**src/rtl/adat_rx_adat_pkg.sv**
```systemverilog
// Shared types and defaults for the ADAT receive lock path.
//   SampleRate : classified/locked sample rate (Unknown when no valid rate)
//   LockState  : lock controller state, also exported for debug
//   DEF_*      : default nominal frame periods (in clk cycles) and lock tuning
//   within_tol : |frame_time - nominal| <= tol using 13-bit signed math
package adat_rx_adat_pkg;

  typedef enum logic [2:0] {
    Rate44_1kHz = 3'd0,
    Rate48kHz   = 3'd1,
    Rate88_2kHz = 3'd2,
    Rate96kHz   = 3'd3,
    Unknown     = 3'd4
  } SampleRate;

  typedef enum logic [1:0] {
    UNLOCKED = 2'd0,
    ACQUIRE  = 2'd1,
    LOCKED   = 2'd2,
    HOLDOVER = 2'd3
  } LockState;

  localparam int DEF_NOM_48K        = 2048;
  localparam int DEF_NOM_44K1       = 2229;
  localparam int DEF_NOM_96K        = 1024;
  localparam int DEF_NOM_88K2       = 1114;
  localparam int DEF_TOL            = 16;
  localparam int DEF_LOCK_FRAMES    = 4;
  localparam int DEF_UNLOCK_FRAMES  = 3;
  localparam int DEF_TIMEOUT_CYCLES = 8192;

  // The 12-bit period is zero-extended into 13 signed bits so the difference
  // against any nominal below 4096 cannot wrap.
  function automatic logic within_tol(input logic [11:0] frame_time,
                                      input int nom,
                                      input int tol);
    logic signed [12:0] diff;
    logic signed [12:0] lim;
    diff = $signed({1'b0, frame_time}) - $signed(13'(nom));
    lim  = $signed(13'(tol));
    return (diff >= -lim) && (diff <= lim);
  endfunction

endpackage

```
**src/rtl/adat_rx_rate_classifier.sv**
```systemverilog
// Combinational frame-period classifier.
// Ports:
//   frame_time : measured frame period in clk cycles
//   sync       : sync pattern seen for this frame
//   rate       : matched sample rate, Unknown unless the frame is good
//   good       : sync present and period within tolerance of exactly one rate
module adat_rx_rate_classifier
  import adat_rx_adat_pkg::*;
#(
  parameter int NOM_48K  = DEF_NOM_48K,
  parameter int NOM_44K1 = DEF_NOM_44K1,
  parameter int NOM_96K  = DEF_NOM_96K,
  parameter int NOM_88K2 = DEF_NOM_88K2,
  parameter int TOL      = DEF_TOL
) (
  input  logic [11:0] frame_time,
  input  logic        sync,
  output SampleRate   rate,
  output logic        good
);

  logic [3:0] hits;

  // Window test against every nominal; only a single unambiguous hit is a rate.
  always_comb begin
    hits    = 4'b0000;
    hits[0] = within_tol(frame_time, NOM_44K1, TOL);
    hits[1] = within_tol(frame_time, NOM_48K,  TOL);
    hits[2] = within_tol(frame_time, NOM_88K2, TOL);
    hits[3] = within_tol(frame_time, NOM_96K,  TOL);
    rate    = Unknown;
    good    = 1'b0;
    if (sync) begin
      case (hits)
        4'b0001: rate = Rate44_1kHz;
        4'b0010: rate = Rate48kHz;
        4'b0100: rate = Rate88_2kHz;
        4'b1000: rate = Rate96kHz;
        default: rate = Unknown;
      endcase
    end else begin
      rate = Unknown;
    end
    if (rate != Unknown) begin
      good = 1'b1;
    end else begin
      good = 1'b0;
    end
  end

endmodule

```
**src/rtl/adat_rx_lock_controller.sv**
```systemverilog
// ADAT receive lock controller: acquires, holds and drops lock from per-frame
// period measurements, with hysteresis and a no-frame timeout.
// Ports:
//   i_clk, i_rst   : clock, synchronous active-high reset
//   i_frame_time   : measured frame period, sampled with i_frame_valid
//   i_frame_valid  : one-cycle strobe per received frame
//   i_sync         : sync pattern detected, sampled with i_frame_valid
//   o_sample_rate  : locked rate, Unknown when unlocked
//   o_locked       : lock status
//   o_mute         : output stage must withhold audio
//   o_rate_change  : one-cycle pulse when locking to a rate different from the last one
//   o_state        : current LockState for debug
// All outputs are registered and reflect a strobe one cycle after it.
module adat_rx_lock_controller
  import adat_rx_adat_pkg::*;
#(
  parameter int NOM_48K        = DEF_NOM_48K,
  parameter int NOM_44K1       = DEF_NOM_44K1,
  parameter int NOM_96K        = DEF_NOM_96K,
  parameter int NOM_88K2       = DEF_NOM_88K2,
  parameter int TOL            = DEF_TOL,
  parameter int LOCK_FRAMES    = DEF_LOCK_FRAMES,
  parameter int UNLOCK_FRAMES  = DEF_UNLOCK_FRAMES,
  parameter int TIMEOUT_CYCLES = DEF_TIMEOUT_CYCLES
) (
  input  logic        i_clk,
  input  logic        i_rst,
  input  logic [11:0] i_frame_time,
  input  logic        i_frame_valid,
  input  logic        i_sync,
  output SampleRate   o_sample_rate,
  output logic        o_locked,
  output logic        o_mute,
  output logic        o_rate_change,
  output logic [1:0]  o_state
);

  localparam int GW = $clog2(LOCK_FRAMES + 1);
  localparam int BW = $clog2(UNLOCK_FRAMES + 1);
  localparam int TW = $clog2(TIMEOUT_CYCLES + 1);

  LockState        state;
  SampleRate       cand;
  SampleRate       last_rate;
  logic [GW-1:0]   good_cnt;
  logic [BW-1:0]   bad_cnt;
  logic [TW-1:0]   tmo_cnt;
  SampleRate       frame_rate;
  logic            frame_good;
  logic            tmo_expired;
  logic            rate_match;

  adat_rx_rate_classifier #(
    .NOM_48K  (NOM_48K),
    .NOM_44K1 (NOM_44K1),
    .NOM_96K  (NOM_96K),
    .NOM_88K2 (NOM_88K2),
    .TOL      (TOL)
  ) u_classifier (
    .frame_time (i_frame_time),
    .sync       (i_sync),
    .rate       (frame_rate),
    .good       (frame_good)
  );

  assign tmo_expired = (tmo_cnt == TW'(TIMEOUT_CYCLES));
  // While LOCKED/HOLDOVER the output rate register is the locked rate.
  assign rate_match  = frame_good && (frame_rate == o_sample_rate);
  assign o_state     = state;

  // Lock FSM, hysteresis counters, timeout counter and registered outputs.
  always_ff @(posedge i_clk) begin
    if (i_rst) begin
      state         <= UNLOCKED;
      cand          <= Unknown;
      last_rate     <= Unknown;
      good_cnt      <= '0;
      bad_cnt       <= '0;
      tmo_cnt       <= '0;
      o_locked      <= 1'b0;
      o_mute        <= 1'b1;
      o_sample_rate <= Unknown;
      o_rate_change <= 1'b0;
    end else begin
      o_rate_change <= 1'b0;

      // Saturating count of cycles since the last strobe.
      if (i_frame_valid) begin
        tmo_cnt <= '0;
      end else if (!tmo_expired) begin
        tmo_cnt <= tmo_cnt + TW'(1);
      end else begin
        tmo_cnt <= tmo_cnt;
      end

      // A strobe on the expiry cycle takes priority over the timeout.
      if (i_frame_valid) begin
        case (state)
          UNLOCKED: begin
            if (frame_good) begin
              state    <= ACQUIRE;
              cand     <= frame_rate;
              good_cnt <= GW'(1);
            end else begin
              state    <= UNLOCKED;
            end
          end

          ACQUIRE: begin
            if (!frame_good) begin
              state    <= UNLOCKED;
              cand     <= Unknown;
              good_cnt <= '0;
            end else if (frame_rate != cand) begin
              cand     <= frame_rate;
              good_cnt <= GW'(1);
            end else if (good_cnt >= GW'(LOCK_FRAMES - 1)) begin
              state         <= LOCKED;
              good_cnt      <= '0;
              bad_cnt       <= '0;
              o_sample_rate <= cand;
              o_locked      <= 1'b1;
              o_mute        <= 1'b0;
              o_rate_change <= (cand != last_rate);
              last_rate     <= cand;
            end else begin
              good_cnt <= good_cnt + GW'(1);
            end
          end

          LOCKED: begin
            if (rate_match) begin
              state   <= LOCKED;
            end else begin
              state   <= HOLDOVER;
              bad_cnt <= BW'(1);
              o_mute  <= 1'b1;
            end
          end

          HOLDOVER: begin
            if (rate_match) begin
              state   <= LOCKED;
              bad_cnt <= '0;
              o_mute  <= 1'b0;
            end else if (bad_cnt >= BW'(UNLOCK_FRAMES - 1)) begin
              state         <= UNLOCKED;
              cand          <= Unknown;
              good_cnt      <= '0;
              bad_cnt       <= '0;
              o_locked      <= 1'b0;
              o_mute        <= 1'b1;
              o_sample_rate <= Unknown;
            end else begin
              bad_cnt <= bad_cnt + BW'(1);
            end
          end

          default: begin
            state         <= UNLOCKED;
            cand          <= Unknown;
            good_cnt      <= '0;
            bad_cnt       <= '0;
            o_locked      <= 1'b0;
            o_mute        <= 1'b1;
            o_sample_rate <= Unknown;
          end
        endcase
      end else if (tmo_expired && (state != UNLOCKED)) begin
        state         <= UNLOCKED;
        cand          <= Unknown;
        good_cnt      <= '0;
        bad_cnt       <= '0;
        o_locked      <= 1'b0;
        o_mute        <= 1'b1;
        o_sample_rate <= Unknown;
      end else begin
        state <= state;
      end
    end
  end

endmodule

```
**config.mk**
```make
export PLATFORM = sky130hd
export DESIGN_NAME = adat_rx_lock_controller
export DESIGN_NICKNAME = d
export VERILOG_FILES = /design/src/rtl/adat_rx_adat_pkg.sv /design/src/rtl/adat_rx_rate_classifier.sv /design/src/rtl/adat_rx_lock_controller.sv
export SDC_FILE = /design/constraint.sdc
export NUM_CORES = 1
export LEC_CHECK = 0
export BUFFER_PORTS_ARGS = -buffer_cell sky130_fd_sc_hd__buf_2
export CAP_MARGIN = 20
export CORE_UTILIZATION = 37
export DETAILED_ROUTE_END_ITERATION = 8
export PLACE_DENSITY = 0.6
export SLEW_MARGIN = 20
export SYNTH_ARGS = -nofsm -noshare
export SYNTH_HDL_FRONTEND = slang
export SYNTH_SLANG_ARGS = --single-unit
```
**constraint.sdc**
```tcl
create_clock -name i_clk -period 4.3 [get_ports i_clk]
set_input_delay 0.43 -clock i_clk [delete_from_list [all_inputs] [get_ports i_clk]]
set_output_delay 0.43 -clock i_clk [all_outputs]
set_load 0.005 [all_outputs]
```
[Word level (Yosys, flattened, before mapping)]
Index checks and enable logic that the tools add are counted.
Cells by class
  add/sub/neg operators: 7
  multipliers: 0
  div/mod/pow operators: 0
  order comparisons: 10
  eq/ne operators: 26
  shift operators: 0
  multiplexer cells: 60
  bitwise operators: 5
  reduce and logical (&&, ||, !) cells: 18
Operator list (number)
  3-bit 2-to-1 mux: 20
  13-bit by 5-bit greater-or-equal comparator with 1-bit output (second input constant): 4
  13-bit by 6-bit <= comparator with 1-bit output (second input constant): 4
  2-bit 2-to-1 mux: 14
  12-bit by 11-bit subtractor with 13-bit output (second input constant): 2
  12-bit by 12-bit subtractor with 13-bit output (second input constant): 2
  3-bit inequality test (second input constant): 8
  1-bit 2-to-1 mux: 18
  3-bit one-hot mux with 3 select lines: 2
  4-bit inequality test (second input constant): 4
  14-bit by 1-bit adder with 14-bit output (second input constant): 1
  14-bit equality test (second input constant): 1
  7-bit AND reduction: 2
  3-bit one-hot mux with 4 select lines: 1
  6-bit AND reduction: 2
  5-bit AND reduction: 2
  4-bit by 1-bit inequality test with 1-bit output (second input constant): 2
  2-bit one-hot mux with 4 select lines: 1
  1-bit logical AND: 6
  3-bit inequality test: 2
  2-bit one-hot mux with 3 select lines: 1
  3-bit one-hot mux with 2 select lines: 1
  6-bit OR reduction: 1
  1-bit NOT: 5
  18 further kinds: 20
Word-level totals
  register bits: 33
  bits in latches: 0
  RAM bits: 0
  ROM bits: 0
  input bits: 16
  memories kept: 0

[Depth between registers and ports, before layout]
Gate-level depths: netlist of run 1.
  depth after elaboration: 12
  depth in mapped cells: 14
  gate-level depth less buffers: 13

[Hierarchy]
From an unflattened synthesis of run 1, not the netlist that was laid out.
Unflattened totals
  cells, all modules: 356
  area, all modules: 2931.6 um^2
By module, submodules not included
  adat_rx_lock_controller: times used 1, cells an instance 214, area an instance 1928.1 um^2
  adat_rx_rate_classifier: times used 1, cells an instance 142, area an instance 1003.5 um^2

[Worst setup path before layout of run 1]
No wires, ideal clock.
  kind: input to register
  start: input i_frame_time[1]
  end: register cand[0]
  library setup time: 123 ps
  data arrival time: 3310 ps
  data required time: 4177 ps
  slack: 866 ps
  cell stages on the path: 13
  cell sequence: inv_1 > ha_1 > or3b_1 > a2111oi_2 > a22oi_2 > xnor3_1 > nand3b_1 > nor2_1 > a22oi_2 > nand2_1 > a31oi_4 > nand2_1 > mux2_1
Between the ends
  word-level cells in the longest chain between the ends: 11
  elaborated cells between the ends (all ways): 36
Ends and longest elaborated chain
  from (decl): RTL line adat_rx_lock_controller.sv:28  | input logic [11:0] i_frame_time,
  12-bit by 12-bit subtractor with 13-bit output / 12-bit by 11-bit subtractor with 13-bit output (equally long branches): RTL line adat_rx_adat_pkg.sv:39  | diff = $signed({1'b0, frame_time}) - $signed(13'(nom));
  13-bit by 5-bit greater-or-equal comparator with 1-bit output / 13-bit by 6-bit <= comparator with 1-bit output (equally long branches): RTL line adat_rx_adat_pkg.sv:41  | return (diff >= -lim) && (diff <= lim);
  1-bit logical AND: RTL line adat_rx_adat_pkg.sv:41
  4-bit equality test, or another cell as far along: RTL line adat_rx_rate_classifier.sv:34  | case (hits)
  3-bit one-hot mux with 4 select lines (*): RTL line adat_rx_rate_classifier.sv:34
  3-bit 2-to-1 mux (*): RTL line adat_rx_rate_classifier.sv:33  | if (sync) begin
  3-bit inequality test: RTL line adat_rx_rate_classifier.sv:44  | if (rate != Unknown) begin
  1-bit 2-to-1 mux: RTL line adat_rx_rate_classifier.sv:44
  1-bit logical AND / 3-bit 2-to-1 mux (equally long branches): RTL line adat_rx_lock_controller.sv:68, adat_rx_lock_controller.sv:110
  3-bit inequality test (no line) / 3-bit one-hot mux with 3 select lines (equally long branches)
  6-bit AND reduction (no line) / 3-bit 2-to-1 mux (equally long branches)
  to (signal assigned): RTL line adat_rx_lock_controller.sv:75  | cand <= Unknown;
  to (signal assigned): RTL line adat_rx_lock_controller.sv:102  | cand <= frame_rate;
  to (signal assigned): RTL line adat_rx_lock_controller.sv:112  | cand <= Unknown;
  to (decl): RTL line adat_rx_lock_controller.sv:43  | SampleRate cand;
Mark *: on every way between the ends. The rest lies on a longest branch, timed or not. The select of a mux whose other input is x is not followed.
A chain may end at the register's enable or synchronous reset.

[Final worst setup path of run 1]
Ends and elaborated chain as after synthesis.

==> results of run 1 <==
## report_power, final
group	total [mW]	switching [mW]	internal, mW
Combinational	0.123	0.0782	0.0444
Sequential	0.310	0.00220	0.307
Clock	0.304	0.115	0.189
Total	0.736	0.195	0.541
## synthesized netlist by cell type (3+ instances only)
library cell  number
a2111oi_0          3
a21o_1             4
a21oi_1           18
a31oi_1            4
and3_1             5
buf_2             10
clkbuf_1           5
dfxtp_1           33
ha_1              20
inv_1             19
mux2i_1            7
nand2_1           28
nand2b_1           7
nand3_1           13
nand3b_1           6
nand4_1            6
nor2_1            40
nor2b_1            6
nor3_1            11
nor3b_1            5
nor4_1             3
nor4b_1            5
o21a_1             4
o21ai_0           11
or2_2              3
or3_1              3
or4_1              4
xnor2_1           13
xor2_1            13
## logic make-up after synthesis
logic type,count (synthesis),share of synthesized area [%]
compound gates,88,22.9
fa+ha+maj,20,8.22
xor+xnor,27,8.22
simple gates,160,29.7
mux,10,3.41
flops,33,21.7
buf+inv,38,5.83
## layer usage
layer  routed length (µm)  track usage [%]  up-vias
met5                    0                0        -
li1                     -                -     1392
met3                  214             2.96       10
met2                 3030             25.6       45
met1                 3520             23.9     1250
met4                   76             3.85        0
## stage by stage
step	cells	worst slack, ps	utilization (%)	cell area (µm²)	hold slack [ps]
CTS	490	634	42.0	3300	484
global route	490	228	42.0	3300	490
global placement	482	461	40.5	3180	463
detailed placement	482	317	40.5	3180	463
floorplan	376	866	-	3050	448
finish	490	584	42.0	3300	481
## placed cells by master, fill, tap and decap left out, drive strengths merged, types with 3 or more instances in the layout
| cell type | instances |
|---|---|
| and3b | 3 |
| nand2 | 28 |
| or2 | 3 |
| a31oi | 6 |
| o21a | 4 |
| a22oi | 3 |
| a21oi | 19 |
| nor4b | 5 |
| buf | 23 |
| ha | 20 |
| xor2 | 13 |
| or3 | 3 |
| nand3 | 13 |
| nand2b | 7 |
| o21ai | 15 |
| and3 | 5 |
| mux2i | 7 |
| nor3 | 11 |
| clkbuf | 7 |
| nand4 | 6 |
| a211oi | 4 |
| nand3b | 6 |
| a21o | 4 |
| mux2 | 3 |
| nor2 | 40 |
| nor2b | 6 |
| a2111oi | 5 |
| xnor2 | 13 |
| or4 | 4 |
| nor3b | 5 |
| nor4 | 5 |
| inv | 19 |
| dfxtp | 33 |
## worst max-delay path, cell delays in order
cell,delay (ps)
buf_2,140
inv_1,150
ha_1,210
and2b_1,240
o21bai_1,370
mux2i_1,260
nor2_1,70
o311ai_1,510
a211oi_2,180
a22oi_2,370
nand2_1,170
a31oi_4,290
nand2_1,160
mux2_1,340
## state kept, by name, indices dropped and copies added (netlist names)
signal and cells:
o_mute 1, tmo_cnt 14, cand 3, bad_cnt 2, o_state 2, o_sample_rate 3
good_cnt 3, o_rate_change 1, last_rate 3, o_locked 1
## worst max-delay path by stage
stage	start	endpoint	slack [ps]	cells after the start
6_report	i_frame_time[1]	cand[0]$_SDFFE_PP0P_	580	14
3_3_place_gp	i_frame_time[1]	cand[1]$_SDFFE_PP0P_	460	14
4_1_cts	i_frame_time[1]	cand[0]$_SDFFE_PP0P_	630	14
2_1_floorplan	i_frame_time[1]	cand[0]$_SDFFE_PP0P_	870	13
5_1_grt	i_frame_time[1]	bad_cnt[1]$_SDFFE_PP0P_	230	14
3_5_place_dp	i_frame_time[1]	cand[0]$_SDFFE_PP0P_	320	14
## area by class of cell
| class | count | share of cell area (%) |
|---|---|---|
| multi-input cells | 305 | 66.9 |
| flip-flops and latches | 33 | 20.0 |
| well taps | 102 | 3.87 |
| repair buffers | 23 | 3.49 |
| clock buffers | 7 | 2.62 |
| inverters | 19 | 2.16 |
| clock inverters | 1 | 0.910 |
==> results.py, run 1 <==
metrics = {
    "outcome": {
        "status": "finished clean",
    },
    "worst_hold_path": {
        "min_to": "last_rate[2]$_SDFFE_PP1P_",
        "min_from": "last_rate[2]$_SDFFE_PP1P_",
        "whs_path_depth": 1,
        "hp-class": "reg2reg",
    },
    "yosys": {
        "synth_nets": 412,
        "synthArstFlopShare_pct": 0,
        "avgSynthCellArea_um2": 8.10,
        "synthCells": 376,
        "synth_area_leader_cell": "dfxtp_1",
        "synth_seq_cells": 33,
        "ys_top_cells_by_area": "dfxtp_1, ha_1, nor2_1",
        "synth_cell_type_count": 77,
        "synth_area_um2": 3050,
        "yosysSeqAreaShare_pct": 21.7,
        "ys_warn_count": 0,
        "synthFlopType": "dfxtp_1",
        "synth-edff-count": 0,
        "synth_top_area_share_pct": 21.7,
    },
    "final_layout": {
        "area_growth_pct": 8.30,
        "n_fill_cell": 815,
        "n_antenna_cell": 0,
        "nNetsFinal": 423,
        "multiInputGateArea_um2": 2210,
        "seq_area_um2": 661,
        "drive_above_1_share_pct": 14.7,
    },
    "grt": {
        "antenna_found_initial": 0,
        "grt_max_degree": 25,
        "first_global_vias": 2535,
        "grt_pass1_wl_mm": 11.8,
        "grt_overflow": 0,
        "track_usage_pct": 16.6,
    },
    "die": {
        "num_rows": 32,
        "start_util_pct": 38.8,
        "die_y_um": 92.7,
        "io_pins": 24,
        "core-area_um2": 7850,
        "dieArea_um2": 8600,
        "die_w_um": 92.7,
    },
    "clock_network": {
        "cts_root_buf": "clkbuf_8",
        "clk_latency_ps": 290,
        "hold_buffers": 0,
        "cts_buffers": 5,
        "post_cts_buffers": 0,
        "cts_resized": 0,
        "clk_pin_slew_ps": 70,
        "cts_max_level": 2,
        "clockBufferDepth": 2,
        "cts_tree": "done",
        "cts_sinks": 33,
    },
    "sta": {
        "setup_viol": 0,
        "rsz0062_at_grt": "false",
        "maxSlewViolCount": 0,
        "tightest_slew_ps": 594,
        "fin_crit_sh_pct": 86.4,
        "layout_min_cycle_time_ps": 3720,
        "clock.fmax_mhz": 269,
        "hold_viol": 0,
        "relSlewSlack_pct": 59.4,
        "fin_tns_setup_ps": 0,
        "skew_ps": 6.07,
    },
    "drt": {
        "wire_per_inst_um": 14.0,
        "ant_nets": 0,
        "drc_errors": 0,
        "drtPass1Iterations": 4,
        "finalWirelength_mm": 6.84,
        "routed_via_density": 5.50,
        "drt_iter0_markers": 145,
        "vias": 2697,
    },
    "setup_path": {
        "r2r-start": "tmo_cnt[0]$_SDFFE_PP0N_",
        "critPathKind": "in2reg",
        "r2r_end": "o_state[1]$_SDFFE_PP0P_",
        "cp.required_ps": 4470,
        "critPathArrivalTime_ps": 3890,
        "r2r.worst_path.cells": 9,
        "reg2reg_slack_ps": 1530,
        "end_kind": "flop",
        "startpoint_type": "primary input",
        "critPathMaxFanout": 7,
    },
    "placed_design": {
        "hpwl_mm": 5.00,
        "finalWeightedCongestion": 0.846,
        "io_buffers": 23,
    },
    "pwr": {
        "p_leak_nw": 1.25,
        "power_mw": 0.736,
        "ir_drop_v": 0.000146,
        "power_density_nw_per_um2": 223,
    },
    "run": {
        "maxCapViolations": 0,
    },
}
No activity file was read; power rests on OpenSTA's default activity.
==> inputs of run 2 (changes only) <==
CELL_PAD_IN_SITES_DETAIL_PLACEMENT = 1   (was unset)
CELL_PAD_IN_SITES_GLOBAL_PLACEMENT = 2   (was unset)
GPL_TIMING_DRIVEN = 0   (was unset)
PLACE_DENSITY = 0.87   (was 0.6)
==> run 2 against run 1 <==
Compared with the run above: power up 8.1%; register-to-register slack worse by 40 ps; non-clock buffer count increased by 14; flip-flop and latch count unchanged; die area stayed put; critical path depth unchanged; worst hold slack better by 3.8 ps; utilization up 1.3 points; combinational power increased by 9.8%; critical endpoint is now cand[1]$_SDFFE_PP0P_; highest routed layer unchanged.
==> results.py, run 2 (synthesis gave the netlist of run 1 again) <==
metrics = {
    "drt": {
        "drtPass1Iterations": 4,
        "drt_iter0_markers": 68,
        "drc_errors": 0,
        "routed_via_density": 5.62,
        "vias": 2830,
        "finalWirelength_mm": 8.21,
        "wire_per_inst_um": 16.3,
        "ant_nets": 0,
    },
    "die": {
        "io_pins": 24,
        "num_rows": 32,
        "dieArea_um2": 8600,
        "core-area_um2": 7850,
        "die_w_um": 92.7,
        "start_util_pct": 38.8,
        "die_y_um": 92.7,
    },
    "grt": {
        "antenna_found_initial": 0,
        "grt_max_degree": 12,
        "grt_pass1_wl_mm": 13.9,
        "track_usage_pct": 20.2,
        "first_global_vias": 2847,
        "grt_overflow": 0,
    },
    "placed_design": {
        "io_buffers": 18,
        "finalWeightedCongestion": 0.820,
        "dpl-instance-area_um2": 3260,
        "dpl_worst_slack_ps": 111,
        "hpwl_mm": 6.33,
    },
    "sta": {
        "layout_min_cycle_time_ps": 3910,
        "rsz0062_at_grt": "false",
        "setup_viol": 0,
        "clock.fmax_mhz": 256,
        "relSlewSlack_pct": 43.9,
        "maxSlewViolCount": 0,
        "worst_slack_ps": 394,
        "fin_crit_sh_pct": 90.8,
        "fin_tns_setup_ps": 0,
        "tightest_slew_ps": 821,
        "skew_ps": 3.57,
        "hold_viol": 0,
    },
    "pwr": {
        "p_leak_nw": 1.31,
        "clkPwrFrac_pct": 44.1,
        "p_int_mw": 0.587,
        "switching_share_pct": 26.2,
        "power.switching_mw": 0.208,
        "ir_drop_v": 0.000178,
        "p_comb_share_pct": 17.0,
        "power_frac_seq_pct": 38.9,
        "power_density_nw_per_um2": 234,
    },
    "worst_hold_path": {
        "min_to": "last_rate[2]$_SDFFE_PP1P_",
        "hp-class": "reg2reg",
        "min_from": "last_rate[2]$_SDFFE_PP1P_",
        "whs_path_depth": 1,
    },
    "clock_network": {
        "cts_resized": 0,
        "cts_sinks": 33,
        "clockBufferDepth": 2,
        "cts_root_buf": "clkbuf_8",
        "cts_max_level": 2,
        "clk_pin_slew_ps": 70,
        "post_cts_buffers": 0,
        "cts_tree": "done",
        "cts_buffers": 5,
        "hold_buffers": 0,
        "clk_latency_ps": 280,
    },
    "setup_path": {
        "slowest_stage": "o311ai_1",
        "end_kind": "flop",
        "r2r_end": "o_state[1]$_SDFFE_PP0P_",
        "max_stage_delay_ps": 570,
        "r2r.worst_path.cells": 9,
        "critPathArrivalTime_ps": 4080,
        "critPathMaxFanout": 7,
        "startpoint_type": "primary input",
        "reg2reg_slack_ps": 1490,
        "critPathKind": "in2reg",
        "cpMostUsedCell": "nand2_1",
        "r2r-start": "tmo_cnt[0]$_SDFFE_PP0N_",
        "cp.required_ps": 4470,
        "crit_chain": "buf_2 > inv_1 > ha_1 > and2b_1 > o21bai_1 > mux2i_1 > nor2_1 > o311ai_1 > a211oi_2 > a22oi_2 > nand2_1 > a31oi_4 > nand2_1 > mux2_1",
    },
    "final_layout": {
        "n_antenna_cell": 0,
        "layout_commonest_cell": "nor2_1",
        "area_growth_pct": 11.5,
        "top_register": "tmo_cnt",
        "largest_reg_flops": 14,
        "drive_above_1_share_pct": 16.7,
        "stdcell_area_um2": 3400,
        "mostFrequentLayoutCells": "nor2_1, dfxtp_1, buf_2, nand2_1, ha_1",
        "n_fill_cell": 1000,
        "nNetsFinal": 437,
    },
    "run": {
        "maxCapViolations": 0,
    },
    "outcome": {
        "status": "finished clean",
    },
}
## run 2: changes by cell type in the layout (fill, tap and decap cells not counted)
cell,delta
buf_4,+2
buf_2,+5
clkinv_2,+1
clkbuf_1,+4
buf_6,+2
clkbuf_8,-1
bufinv_16,+1
## run 2: power groups by stage
| stage | clock (mW) | combinational [mW] | sequential (mW) |
|---|---|---|---|
| final | 0.351 | 0.135 | 0.309 |
| after global routing | 0.379 | 0.149 | 0.310 |
| after CTS | 0.360 | 0.135 | 0.309 |
| after detailed placement | 0 | 0.134 | 0.317 |
| after global placement | 0 | 0.131 | 0.316 |
| after floorplan | 0 | 0.0936 | 0.316 |
## run 2: worst max path at each step
stage | from | end | slack [ps] | cells past startpoint
CTS | i_frame_time[1] | cand[1]$_SDFFE_PP0P_ | 410 | 14
floorplan | i_frame_time[1] | cand[0]$_SDFFE_PP0P_ | 870 | 13
finish | i_frame_time[1] | cand[1]$_SDFFE_PP0P_ | 390 | 14
global placement | i_frame_time[1] | cand[0]$_SDFFE_PP0P_ | 180 | 14
detailed placement | i_frame_time[1] | cand[1]$_SDFFE_PP0P_ | 110 | 14
global route | i_frame_time[1] | cand[1]$_SDFFE_PP0P_ | 120 | 14
## run 2: layer usage
metal  part of all wire, %  up-vias  routed length (µm)  global-route usage (%)
met4                  0.44        0                  36                    3.46
li1                      -     1416                   -                       -
met1                    51     1372                4220                    27.8
met5                     0        -                   0                       0
met2                    45       38                3710                    33.3
met3                   3.0        4                 246                    3.20
## run 2: metrics by stage
| step | cells | total power [mW] | hold slack (ps) | util [%] |
|---|---|---|---|---|
| after CTS | 504 | 0.803 | 492 | 43.3 |
| after floorplan | 376 | 0.410 | 448 | - |
| after global placement | 496 | 0.447 | 454 | 41.6 |
| after detailed placement | 496 | 0.450 | 474 | 41.6 |
| after global routing | 504 | 0.838 | 514 | 43.3 |
| final | 504 | 0.795 | 485 | 43.3 |
## run 2: cell type report
class / count / area (µm²) / share of cell area, %
Buffer: 19 / 106 / 3.13
Inverter: 19 / 71.3 / 2.10
Timing Repair Buffer: 18 / 90.1 / 2.65
Clock inverter: 3 / 65.1 / 1.92
Sequential cell: 33 / 661 / 19.4
Clock buffer: 5 / 68.8 / 2.03
Multi-Input combinational cell: 305 / 2210 / 65.0
Tap cell: 102 / 128 / 3.76
## run 2: worst max-delay path: cells and delay by family
family | cells | cell delay, ps
AO/OA/AOI/OAI | 5 | 1920
adder cells (fa/ha/maj) | 1 | 200
buffers and inverters | 2 | 280
multiplexers | 2 | 570
AND/OR/NAND/NOR | 4 | 660
